**config.mk**
```make
export PLATFORM = sky130hd
export DESIGN_NAME = pulse_meter
export DESIGN_NICKNAME = d
export VERILOG_FILES = /design/src/rtl/pulse_meter.sv
export SDC_FILE = /design/constraint.sdc
export NUM_CORES = 1
export LEC_CHECK = 0
export CAP_MARGIN = 20
export CORE_MARGIN = 2
export CORE_UTILIZATION = 60
export CTS_CLUSTER_SIZE = 24
export DETAILED_ROUTE_END_ITERATION = 7
export DONT_BUFFER_PORTS = 1
export PLACE_DENSITY = 0.76
export SKIP_CTS_REPAIR_TIMING = 1
export SYNTH_ARGS = -nofsm -noshare
export SYNTH_HDL_FRONTEND = slang
export SYNTH_SLANG_ARGS = --single-unit
```
**constraint.sdc**
```tcl
create_clock -name clk -period 2.7 [get_ports clk]
set_clock_uncertainty 0.2 [all_clocks]
set_input_delay 0.81 -clock clk [delete_from_list [all_inputs] [get_ports clk]]
set_output_delay 0.81 -clock clk [all_outputs]
set_load 0.005 [all_outputs]
```
**src/rtl/pulse_meter.sv**
```systemverilog
// pulse_meter
//   Measures each full period of a single-bit pulse train in clk cycles.
//   Reports the high time, the low time and the total period once per
//   completed period, at the rising edge that closes it. The partial period
//   seen after enabling is never reported.
//
// Configuration macro: PULSE_METER_SYNC_EN
//   Defined   : two-flop synchronizer in front of the input stage, for an
//               'in' that is asynchronous to clk (adds 2 cycles of latency,
//               widths unchanged).
//   Undefined : 'in' must be synchronous to clk; no synchronizer is built.
//
// Ports
//   clk        in   1             system clock
//   nrst       in   1             synchronous active-low reset
//   ena        in   1             measurement enable; 0 forces IDLE
//   in         in   1             pulse train under measurement
//   high_width out  CNTR_WIDTH    cycles 'in' was high in last completed period
//   low_width  out  CNTR_WIDTH    cycles 'in' was low in last completed period
//   period     out  CNTR_WIDTH+1  high_width + low_width, full precision
//   overflow   out  1             a counter saturated during last reported period
//   meas_valid out  1             1-cycle strobe: results updated this cycle
//   busy       out  1             state != IDLE
module pulse_meter #(
  parameter int CNTR_WIDTH = 16
) (
  input  logic                  clk,
  input  logic                  nrst,
  input  logic                  ena,
  input  logic                  in,
  output logic [CNTR_WIDTH-1:0] high_width,
  output logic [CNTR_WIDTH-1:0] low_width,
  output logic [CNTR_WIDTH:0]   period,
  output logic                  overflow,
  output logic                  meas_valid,
  output logic                  busy
);

  typedef enum logic [1:0] {
    IDLE = 2'd0,
    SYNC = 2'd1,
    HIGH = 2'd2,
    LOW  = 2'd3
  } state_t;

  localparam logic [CNTR_WIDTH-1:0] CNT_MAX = '1;
  localparam logic [CNTR_WIDTH-1:0] CNT_ONE = CNTR_WIDTH'(1);

  function automatic logic [CNTR_WIDTH-1:0] sat_inc(input logic [CNTR_WIDTH-1:0] v);
    return (v == CNT_MAX) ? v : v + CNT_ONE;
  endfunction

  logic                  in_src;
  logic                  in_d_q, in_prev_q;
  state_t                state_q, state_d;
  logic [CNTR_WIDTH-1:0] hi_q, hi_d, lo_q, lo_d;
  logic                  ovf_q, ovf_d;
  logic [CNTR_WIDTH-1:0] high_width_q, high_width_d, low_width_q, low_width_d;
  logic [CNTR_WIDTH:0]   period_q, period_d;
  logic                  overflow_q, overflow_d;
  logic                  meas_valid_q, meas_valid_d;
  logic                  rise, fall;

`ifdef PULSE_METER_SYNC_EN
  logic sync1_q, sync2_q;

  always_ff @(posedge clk) begin
    if (!nrst) begin
      sync1_q <= 1'b0;
      sync2_q <= 1'b0;
    end else begin
      sync1_q <= in;
      sync2_q <= sync1_q;
    end
  end

  assign in_src = sync2_q;
`else
  assign in_src = in;
`endif

  assign rise = in_d_q & ~in_prev_q;
  assign fall = ~in_d_q & in_prev_q;

  always_comb begin
    state_d      = state_q;
    hi_d         = hi_q;
    lo_d         = lo_q;
    ovf_d        = ovf_q;
    high_width_d = high_width_q;
    low_width_d  = low_width_q;
    period_d     = period_q;
    overflow_d   = overflow_q;
    meas_valid_d = 1'b0;

    if (!ena) begin
      // Abort: the running period is dropped, reported results hold.
      state_d = IDLE;
      hi_d    = '0;
      lo_d    = '0;
      ovf_d   = 1'b0;
    end else begin
      unique case (state_q)
        IDLE: state_d = SYNC;
        SYNC: begin
          if (rise) begin
            state_d = HIGH;
            hi_d    = CNT_ONE;
            lo_d    = '0;
            ovf_d   = 1'b0;
          end
        end
        HIGH: begin
          if (fall) begin
            state_d = LOW;
            lo_d    = CNT_ONE;
          end else if (in_d_q) begin
            hi_d = sat_inc(hi_q);
            if (hi_q == CNT_MAX) ovf_d = 1'b1;
          end
        end
        LOW: begin
          if (rise) begin
            // The rise closing this period also opens the next one.
            high_width_d = hi_q;
            low_width_d  = lo_q;
            period_d     = {1'b0, hi_q} + {1'b0, lo_q};
            overflow_d   = ovf_q;
            meas_valid_d = 1'b1;
            state_d      = HIGH;
            hi_d         = CNT_ONE;
            lo_d         = '0;
            ovf_d        = 1'b0;
          end else if (!in_d_q) begin
            lo_d = sat_inc(lo_q);
            if (lo_q == CNT_MAX) ovf_d = 1'b1;
          end
        end
      endcase
    end
  end

  always_ff @(posedge clk) begin
    if (!nrst) begin
      in_d_q       <= 1'b0;
      in_prev_q    <= 1'b0;
      state_q      <= IDLE;
      hi_q         <= '0;
      lo_q         <= '0;
      ovf_q        <= 1'b0;
      high_width_q <= '0;
      low_width_q  <= '0;
      period_q     <= '0;
      overflow_q   <= 1'b0;
      meas_valid_q <= 1'b0;
    end else begin
      in_d_q       <= in_src;
      in_prev_q    <= in_d_q;
      state_q      <= state_d;
      hi_q         <= hi_d;
      lo_q         <= lo_d;
      ovf_q        <= ovf_d;
      high_width_q <= high_width_d;
      low_width_q  <= low_width_d;
      period_q     <= period_d;
      overflow_q   <= overflow_d;
      meas_valid_q <= meas_valid_d;
    end
  end

  assign high_width = high_width_q;
  assign low_width  = low_width_q;
  assign period     = period_q;
  assign overflow   = overflow_q;
  assign meas_valid = meas_valid_q;
  assign busy       = (state_q != IDLE);

endmodule
```
## Yosys cells after proc, flatten, opt, wreduce, memory -nomap -nowiden

Cells that the tools add are included.

- $add $sub $neg: 3
- Multiply operators: 0
- Div/mod/pow operators: 0
- Magnitude comparators: 0
- Equal/unequal tests: 15
- Shift-type cells: 0
- Muxes and demuxes: 23
- Bitwise logic cells: 4
- Reduce and logical (&&, ||, !) cells: 12

Operators by type and width:

| cell | number |
|---|---|
| $mux 16 | 9 |
| $pmux 16 s3 | 1 |
| $add 16x1->16 const B | 2 |
| $eq 16x16->1 const B | 2 |
| $pmux 16 s2 | 1 |
| $add 16x16->17 | 1 |
| $ne 2x2->1 const B | 6 |
| $reduce_and 5->1 | 2 |
| $ne 3x3->1 const B | 3 |
| $mux 1 | 8 |
| $reduce_and 7->1 | 1 |
| $pmux 2 s3 | 1 |
| $reduce_and 3->1 | 2 |
| $eq 2x2->1 const B | 2 |
| $mux 2 | 2 |
| $reduce_and 2->1 | 2 |
| $reduce_bool 2->1 | 2 |
| $pmux 1 s3 | 1 |
| $reduce_bool 3->1 | 1 |
| $and 1x1->1 | 2 |
| $eq 2x1->1 const B | 1 |
| $logic_not 2->1 | 1 |
| $ne 2x1->1 const B | 1 |
| $not 1->1 | 2 |
| $reduce_or 2->1 | 1 |

- Register bits: 88
- Latch bits: 0
- Bits in writable memories: 0
- Memory bits (read-only): 0
- Input port bits: 4
- Output and inout bits: 52
- Logic and storage cells: 68
- Memories kept: 0

## Logic depth before layout (Yosys ltp)

Gate-level depths: netlist of the first run.

- Depth after elaboration: 5
- Mapped depth: 9
- Mapped depth without buffers: 8

## Worst setup path before layout of the first run

Ideal clock, no wire load.

- Path kind: register to register
- Start point: register lo_q[1]
- End point: register lo_q[4]
- Setup time: 127 ps
- Arrival time: 1995 ps
- Required time: 2373 ps
- Path slack: 378 ps
- Cell stages (with the launch flop): 9
- Buffers on the path: 1
- Clock period less this slack: 2322 ps
- Cell sequence: dfxtp_1 > ha_1 > nand2_1 > or4_1 > o31a_1 > buf_6 > nand4_1 > xor2_1 > nor2_1

- Word-level cells in the longest chain between the ends: 5
- Elaborated cells between the ends (all ways): 8
- Classes of those cells: 1 x add/sub; 2 x eq/ne; 4 x mux; 1 x reduce/logical

Ends and longest elaborated chain:

| element | line | RTL |
|---|---|---|
| from (decl) | 56 | `logic [CNTR_WIDTH-1:0] hi_q, hi_d, lo_q, lo_d;` |
| from (signal assigned) | 161 | `lo_q <= lo_d;` |
| $add 16x1->16 | 50 | `return (v == CNT_MAX) ? v : v + CNT_ONE;` |
| $mux 16 | 50 |  |
| $mux 16 | 134 | `end else if (!in_d_q) begin` |
| $mux 16 | 123 | `if (rise) begin` |
| $pmux 16 s3 | 103 | `unique case (state_q)` |

Parallel ways exist; a longest one is shown, timed or not. The select of a mux whose other input is x is not followed.
A chain may end at the register's enable or synchronous reset.

## Final worst setup path of the first run

- Start point: register hi_q[0]
- End point: register hi_q[9]

- Word-level cells in the longest chain between the ends: 5
- Elaborated cells between the ends (all ways): 8
- Classes of those cells: 1 x add/sub; 2 x eq/ne; 4 x mux; 1 x reduce/logical

Ends and longest elaborated chain:

| element | line | RTL |
|---|---|---|
| from (decl) | 56 |  |
| from (signal assigned) | 160 | `hi_q <= hi_d;` |
| $add 16x1->16 | 50 |  |
| $mux 16 | 50 |  |
| $mux 16 | 117 | `end else if (in_d_q) begin` |
| $mux 16 | 114 | `if (fall) begin` |
| $pmux 16 s2 | 103 |  |

Parallel ways exist; a longest one is shown, timed or not. The select of a mux whose other input is x is not followed.

==> results of run 1 <==
-- placed cells by master, fill, tap and decap left out, types with 10 or more instances in the layout --
master | netlist | routed
dfxtp_1 | 88 | 87
o21ai_1 | 15 | 15
nand3_1 | 25 | 24
nor2_1 | 38 | 38
xor2_1 | 13 | 13
a21boi_1 | 38 | 38
buf_4 | 0 | 18
o21ai_0 | 10 | 10
nand2_1 | 108 | 108
a21oi_1 | 35 | 35
ha_1 | 18 | 18
nor3_1 | 10 | 10
a31oi_1 | 11 | 11
-- path summary, 6_finish.rpt --
path / from / endpoint / slack (ns)
worst min-delay path: low_width[1] / low_width[1] / 0.27
worst min register to register: low_width[1] / low_width[1] / 0.27
worst max register to register: hi_q[0] / hi_q[9] / 0.21
worst max-delay path: hi_q[0] / hi_q[9] / 0.21
-- per-layer routing --
layer | share of wire [%] | track usage, %
met5 | 0 | 0
met1 | 45 | 36.1
met2 | 45 | 41.5
met4 | 2.8 | 12.1
met3 | 7.5 | 6.87
-- area by class of cell --
type | instances | area, um2 | share of cell area [%]
Sequential cell | 88 | 1760 | 37.3
Timing Repair Buffer | 19 | 155 | 3.28
Clock inverter | 3 | 18.8 | 0.397
Tap cell | 99 | 124 | 2.62
Inverter | 8 | 30.0 | 0.635
Multi-Input combinational cell | 419 | 2500 | 52.9
Clock buffer | 13 | 139 | 2.94
-- worst register-to-register path, cell delays in order (launching register included) --
cell     delay, ns
dfxtp_1       0.48
ha_1          0.26
nand3_1       0.17
nor4b_4       0.31
a31oi_1       0.24
or2_0         0.39
a41oi_1       0.28
nor3_1        0.07
-- per-stage QoR --
step           hold WS (ns)  cells  setup WS [ns]
6_report              0.270    649          0.208
5_1_grt               0.287    649         0.0329
4_1_cts               0.269    649          0.146
3_5_place_dp          0.255    633          0.166
3_3_place_gp          0.255    633          0.259
2_1_floorplan         0.230    544          0.378
-- registers in the layout, indices dropped and copies added (netlist names) --
signal and flops:
state_q 2, overflow 1, meas_valid 1, period 17
low_width 16, ovf_q 1, hi_q 16, in_prev_q 1
lo_q 16, in_d_q 1, high_width 16
-- cells by family after synthesis --
logic type	after synthesis
muxes	2
DFF	88
buffers and inverters	37
xor gates and xnor gates	17
adders and majority gates	19
AOI/OAI and AO/OA	147
and+or+nand+nor	234
-- report_power, final --
group	total [mW]	internal (mW)	switching, mW
sequential	1.31	1.30	0.00577
clock	0.786	0.335	0.451
combinational	0.0482	0.0210	0.0272
==> flow_metrics.tcl, run 1 <==
set metrics [dict create \
    clock-root-buffer "clkbuf_8" \
    first_global_vias 3697 \
    ir_drop_uv 269 \
    totalPowerFinal_mw 2.14 \
    grt_setup_unrepaired "false" \
    max_stage_delay_ns 0.48 \
    worstSetupPathType "register to register" \
    fin_util_pct 65.9 \
    synth_xor_area_share_pct 3.38 \
    start_util_pct 61.4 \
    synth_common_cells "108 x nand2_1, 88 x dfxtp_1, 38 x a21boi_1, 38 x nor2_1, 35 x a21oi_1" \
    finalSetupTns_ns 0 \
    syn_nets 567 \
    fillerInstances 633 \
    syn_inst 544 \
    insertion_delay_ns 0.37 \
    drtAntennaViolNets 0 \
    final.min_clock_period_ns 2.49 \
    dr.pass1.iters 5 \
    antenna_found_initial 0 \
    io_pins 56 \
    yosysTopAreaCell "dfxtp_1" \
    die_h_um 89.7 \
    fin_area_um2 4730 \
    cp_max_fo 7 \
    core_um2 7180 \
    cap_violations 0 \
    worstPathArrival_ns 2.55 \
    tritoncts "built" \
    synth_top_family_by_area "simple AND/OR/NAND/NOR gates" \
    synthTopCellsByArea "dfxtp_1 40%, nand2_1 9.2%, a21boi_1 6.5%" \
    report.final.hold_viol_count 0 \
    path_depth 7 \
    netlist_area_um2 4410 \
    layout.nets 568 \
    outcome "finished, final reports clean" \
    yosys.area_share.simple_pct 25.2 \
    synth-seq-cells 88 \
    gp_congestion 0.958 \
    synth.avg_cell_area_um2 8.11 \
    power-per-cell-area_nw_per_um2 452 \
    yosys_warnings 0 \
    muxShareOfSynthArea_pct 0.454 \
    vias 3955 \
    syn2layout_area_growth_pct 7.29 \
    synth_ff_type "dfxtp_1" \
    cts_buffer_depth 2 \
    synth-adder-area-share_pct 5.56 \
    cp_cell_sequence "ha_1 > nand3_1 > nor4b_4 > a31oi_1 > or2_0 > a41oi_1 > nor3_1" \
    drc_errors 0 \
    grt_remaining_overflow 0 \
    hp-class "register to register" \
    cp_slowest_cell "dfxtp_1" \
    synth_top_area_share_pct 40.0 \
    dpl-instance-area_um2 4570 \
    startpoint_type "register" \
    drt-vias-per-instance 6.09 \
    setup_viol 0 \
    yosysMostFrequentCell "nand2_1" \
    clock-sinks 88 \
    antennaDiodeCount 0 \
    period_share_pct 92.3 \
    die_area_um2 8050 \
    hold_depth 2 \
    totalWireLength_um 10600 \
    drt_iter0_drc 331 \
    die_x_um 89.7 \
    reg2reg_depth 7 \
    htreeDepth 3 \
    layout-drive-gt1-share_pct 7.64 \
    ys_seq_area_share_pct 40.0 \
    worst_slew_pin_slew_ns 0.530 \
    slew_violations 0 \
    grt_first_pass_wirelength_um 17900 \
    synth-edff-count 0 \
    p_leak_nw 1.76 \
    yosysUniqueCellTypes 56 \
    cp-end-kind "register" \
    synthArstFlopShare_pct 0 \
    relSlewSlack_pct 64.6 \
    cts.clk_slew.worst_paths_ns 0.09 \
    hpwl_um 7650 \
    critical_path.top_delay_family "simple AND/OR/NAND/NOR gates" \
    numCtsBuffers 9 \
    numPortBuffers 0 \
    track_usage_pct 27.0 \
    rows 31 \
    fmax_mhz 401 \
    synth_compound_area_share_pct 22.0 \
    grt_max_degree 64 \
    path_buf_inv 0 \
    routedWlPerCell_um 16.3 \
    worstPathRequired_ns 2.76 \
]
Power figures use the tool's default switching activity.
==> inputs of run 2 (changes only) <==
- ABC_AREA: not set -> 0
- SLEW_MARGIN: not set -> 20
==> results of run 2 <==
No change in the layout: final DEF, timing and power equal those of run 1.
==> inputs of run 3 (changes only) <==
- CAP_MARGIN: 20 -> not set
- MAX_ROUTING_LAYER: not set -> met4
==> run 3 against run 2 <==
  * Worst hold slack got worse by 0.0029 ns
  * Setup slack worse by 0.036 ns
  * Global-route usage up 0.78 points
  * Critical path depth unchanged
  * Critical endpoint is now lo_q[7]
  * Largest cell class unchanged
  * Critical path type unchanged
==> flow_metrics.tcl, run 3 (synthesis results as in run 1) <==
set metrics [dict create \
    largest_reg_flops 17 \
    fin_util_pct 66.6 \
    preCtsSetupSlack_ns 0.181 \
    cp_slowest_cell "or4_1" \
    gp_congestion 1.01 \
    grt_max_degree 64 \
    fin_area_um2 4780 \
    finalSetupTns_ns 0 \
    clock-root-buffer "clkbuf_8" \
    track_usage_pct 27.8 \
    drt-vias-per-instance 6.19 \
    slew_violations 0 \
    drtAntennaViolNets 0 \
    worstPathRequired_ns 2.74 \
    die_area_um2 8050 \
    final_cell_mix "108 x nand2_1, 88 x dfxtp_1, 38 x nor2_1, 38 x a21boi_1, 35 x a21oi_1" \
    cts_buffer_depth 2 \
    setup_slack_ns 0.171 \
    startpoint_type "register" \
    hpwl_um 7760 \
    report.final.hold_viol_count 0 \
    grt_setup_unrepaired "false" \
    layout-drive-gt1-share_pct 8.18 \
    totalWireLength_um 10700 \
    final_common_cell "nand2_1" \
    routedWlPerCell_um 16.5 \
    insertion_delay_ns 0.36 \
    worst_slew_pin_slew_ns 0.531 \
    tritoncts "built" \
    p_leak_nw 1.78 \
    core_um2 7180 \
    antennaDiodeCount 0 \
    grt_remaining_overflow 0 \
    fmax_mhz 395 \
    worstPathArrival_ns 2.57 \
    fin_hold_ws_ns 0.268 \
    vias 4015 \
    rows 31 \
    relSlewSlack_pct 64.2 \
    min-delay-start "period[4]" \
    dr.pass1.iters 5 \
    setup_viol 0 \
    worstSetupStartpoint "lo_q[0]" \
    die_x_um 89.7 \
    totalPowerFinal_mw 2.31 \
    io_pins 56 \
    drc_errors 0 \
    cts.clk_slew.worst_paths_ns 0.08 \
    first_global_vias 3731 \
    htreeDepth 3 \
    antenna_found_initial 0 \
    worstReg2RegStart "lo_q[0]" \
    clock-sinks 88 \
    ir_drop_uv 299 \
    drt_iter0_drc 333 \
    syn2layout_area_growth_pct 8.31 \
    max_stage_delay_ns 0.56 \
    worstSetupPathType "register to register" \
    numPortBuffers 0 \
    cp-end-kind "register" \
    numCtsBuffers 9 \
    hp-class "register to register" \
    dpl-instance-area_um2 4560 \
    fillerInstances 628 \
    dp_cells 633 \
    period_share_pct 93.6 \
    outcome "finished, final reports clean" \
    grt_first_pass_wirelength_um 18000 \
    cap_violations 0 \
    layout.cells.non_filler 649 \
    cp_cell_sequence "ha_1 > nand2_1 > or4_1 > o31a_2 > nand3_1 > xor2_1 > nor2_1" \
    cp_max_fo 13 \
    final.min_clock_period_ns 2.53 \
    die_h_um 89.7 \
    power-per-cell-area_nw_per_um2 484 \
    layout.nets 568 \
    start_util_pct 61.4 \
]
run 3: changes by cell type in the layout (fill, tap and decap cells not counted):
cell        change
buf_12          -1
buf_4           +1
bufinv_16       +1
clkbuf_1        -4
clkbuf_8        +3
clkinv_2        -1
clkinvlp_4      +1
dfxtp_1         +1
dfxtp_2         -1
run 3: worst max-delay path, delay by kind of cell (launching register included):
| kind | cells | cell delay, ns |
|---|---|---|
| xor gates and xnor gates | 1 | 0.16 |
| DFF | 1 | 0.47 |
| and+or+nand+nor | 4 | 0.89 |
| AOI/OAI and AO/OA | 1 | 0.46 |
| adders and majority gates | 1 | 0.24 |
run 3: worst paths after layout:
| check | endpoint | slack, ns | depth (start not counted) |
|---|---|---|---|
| max | lo_q[7] | 0.17 | 7 |
| min | period[4] | 0.27 | 2 |
| max reg2reg | lo_q[7] | 0.17 | 7 |
| min reg2reg | period[4] | 0.27 | 2 |
run 3: where the power goes:
part           switching (mW)  internal, mW
Combinational          0.0273        0.0209
Sequential            0.00583          1.30
Clock                   0.456         0.503
run 3: routing by layer:
| layer | global-route usage (%) | part of all wire [%] |
|---|---|---|
| met1 | 36.1 | 44 |
| met2 | 43.1 | 45 |
| met3 | 6.54 | 8.5 |
| met4 | 9.23 | 1.9 |
| met5 | - | 0 |
run 3: cell type report:
cell class / instances / area (um2) / share of cell area [%]
Clock buffer: 12 / 165 / 3.46
Clock inverter: 4 / 51.3 / 1.07
Inverter: 8 / 30.0 / 0.629
Multi-Input combinational cell: 419 / 2500 / 52.4
Sequential cell: 88 / 1760 / 36.9
Tap cell: 99 / 124 / 2.59
Timing Repair Buffer: 19 / 143 / 2.99
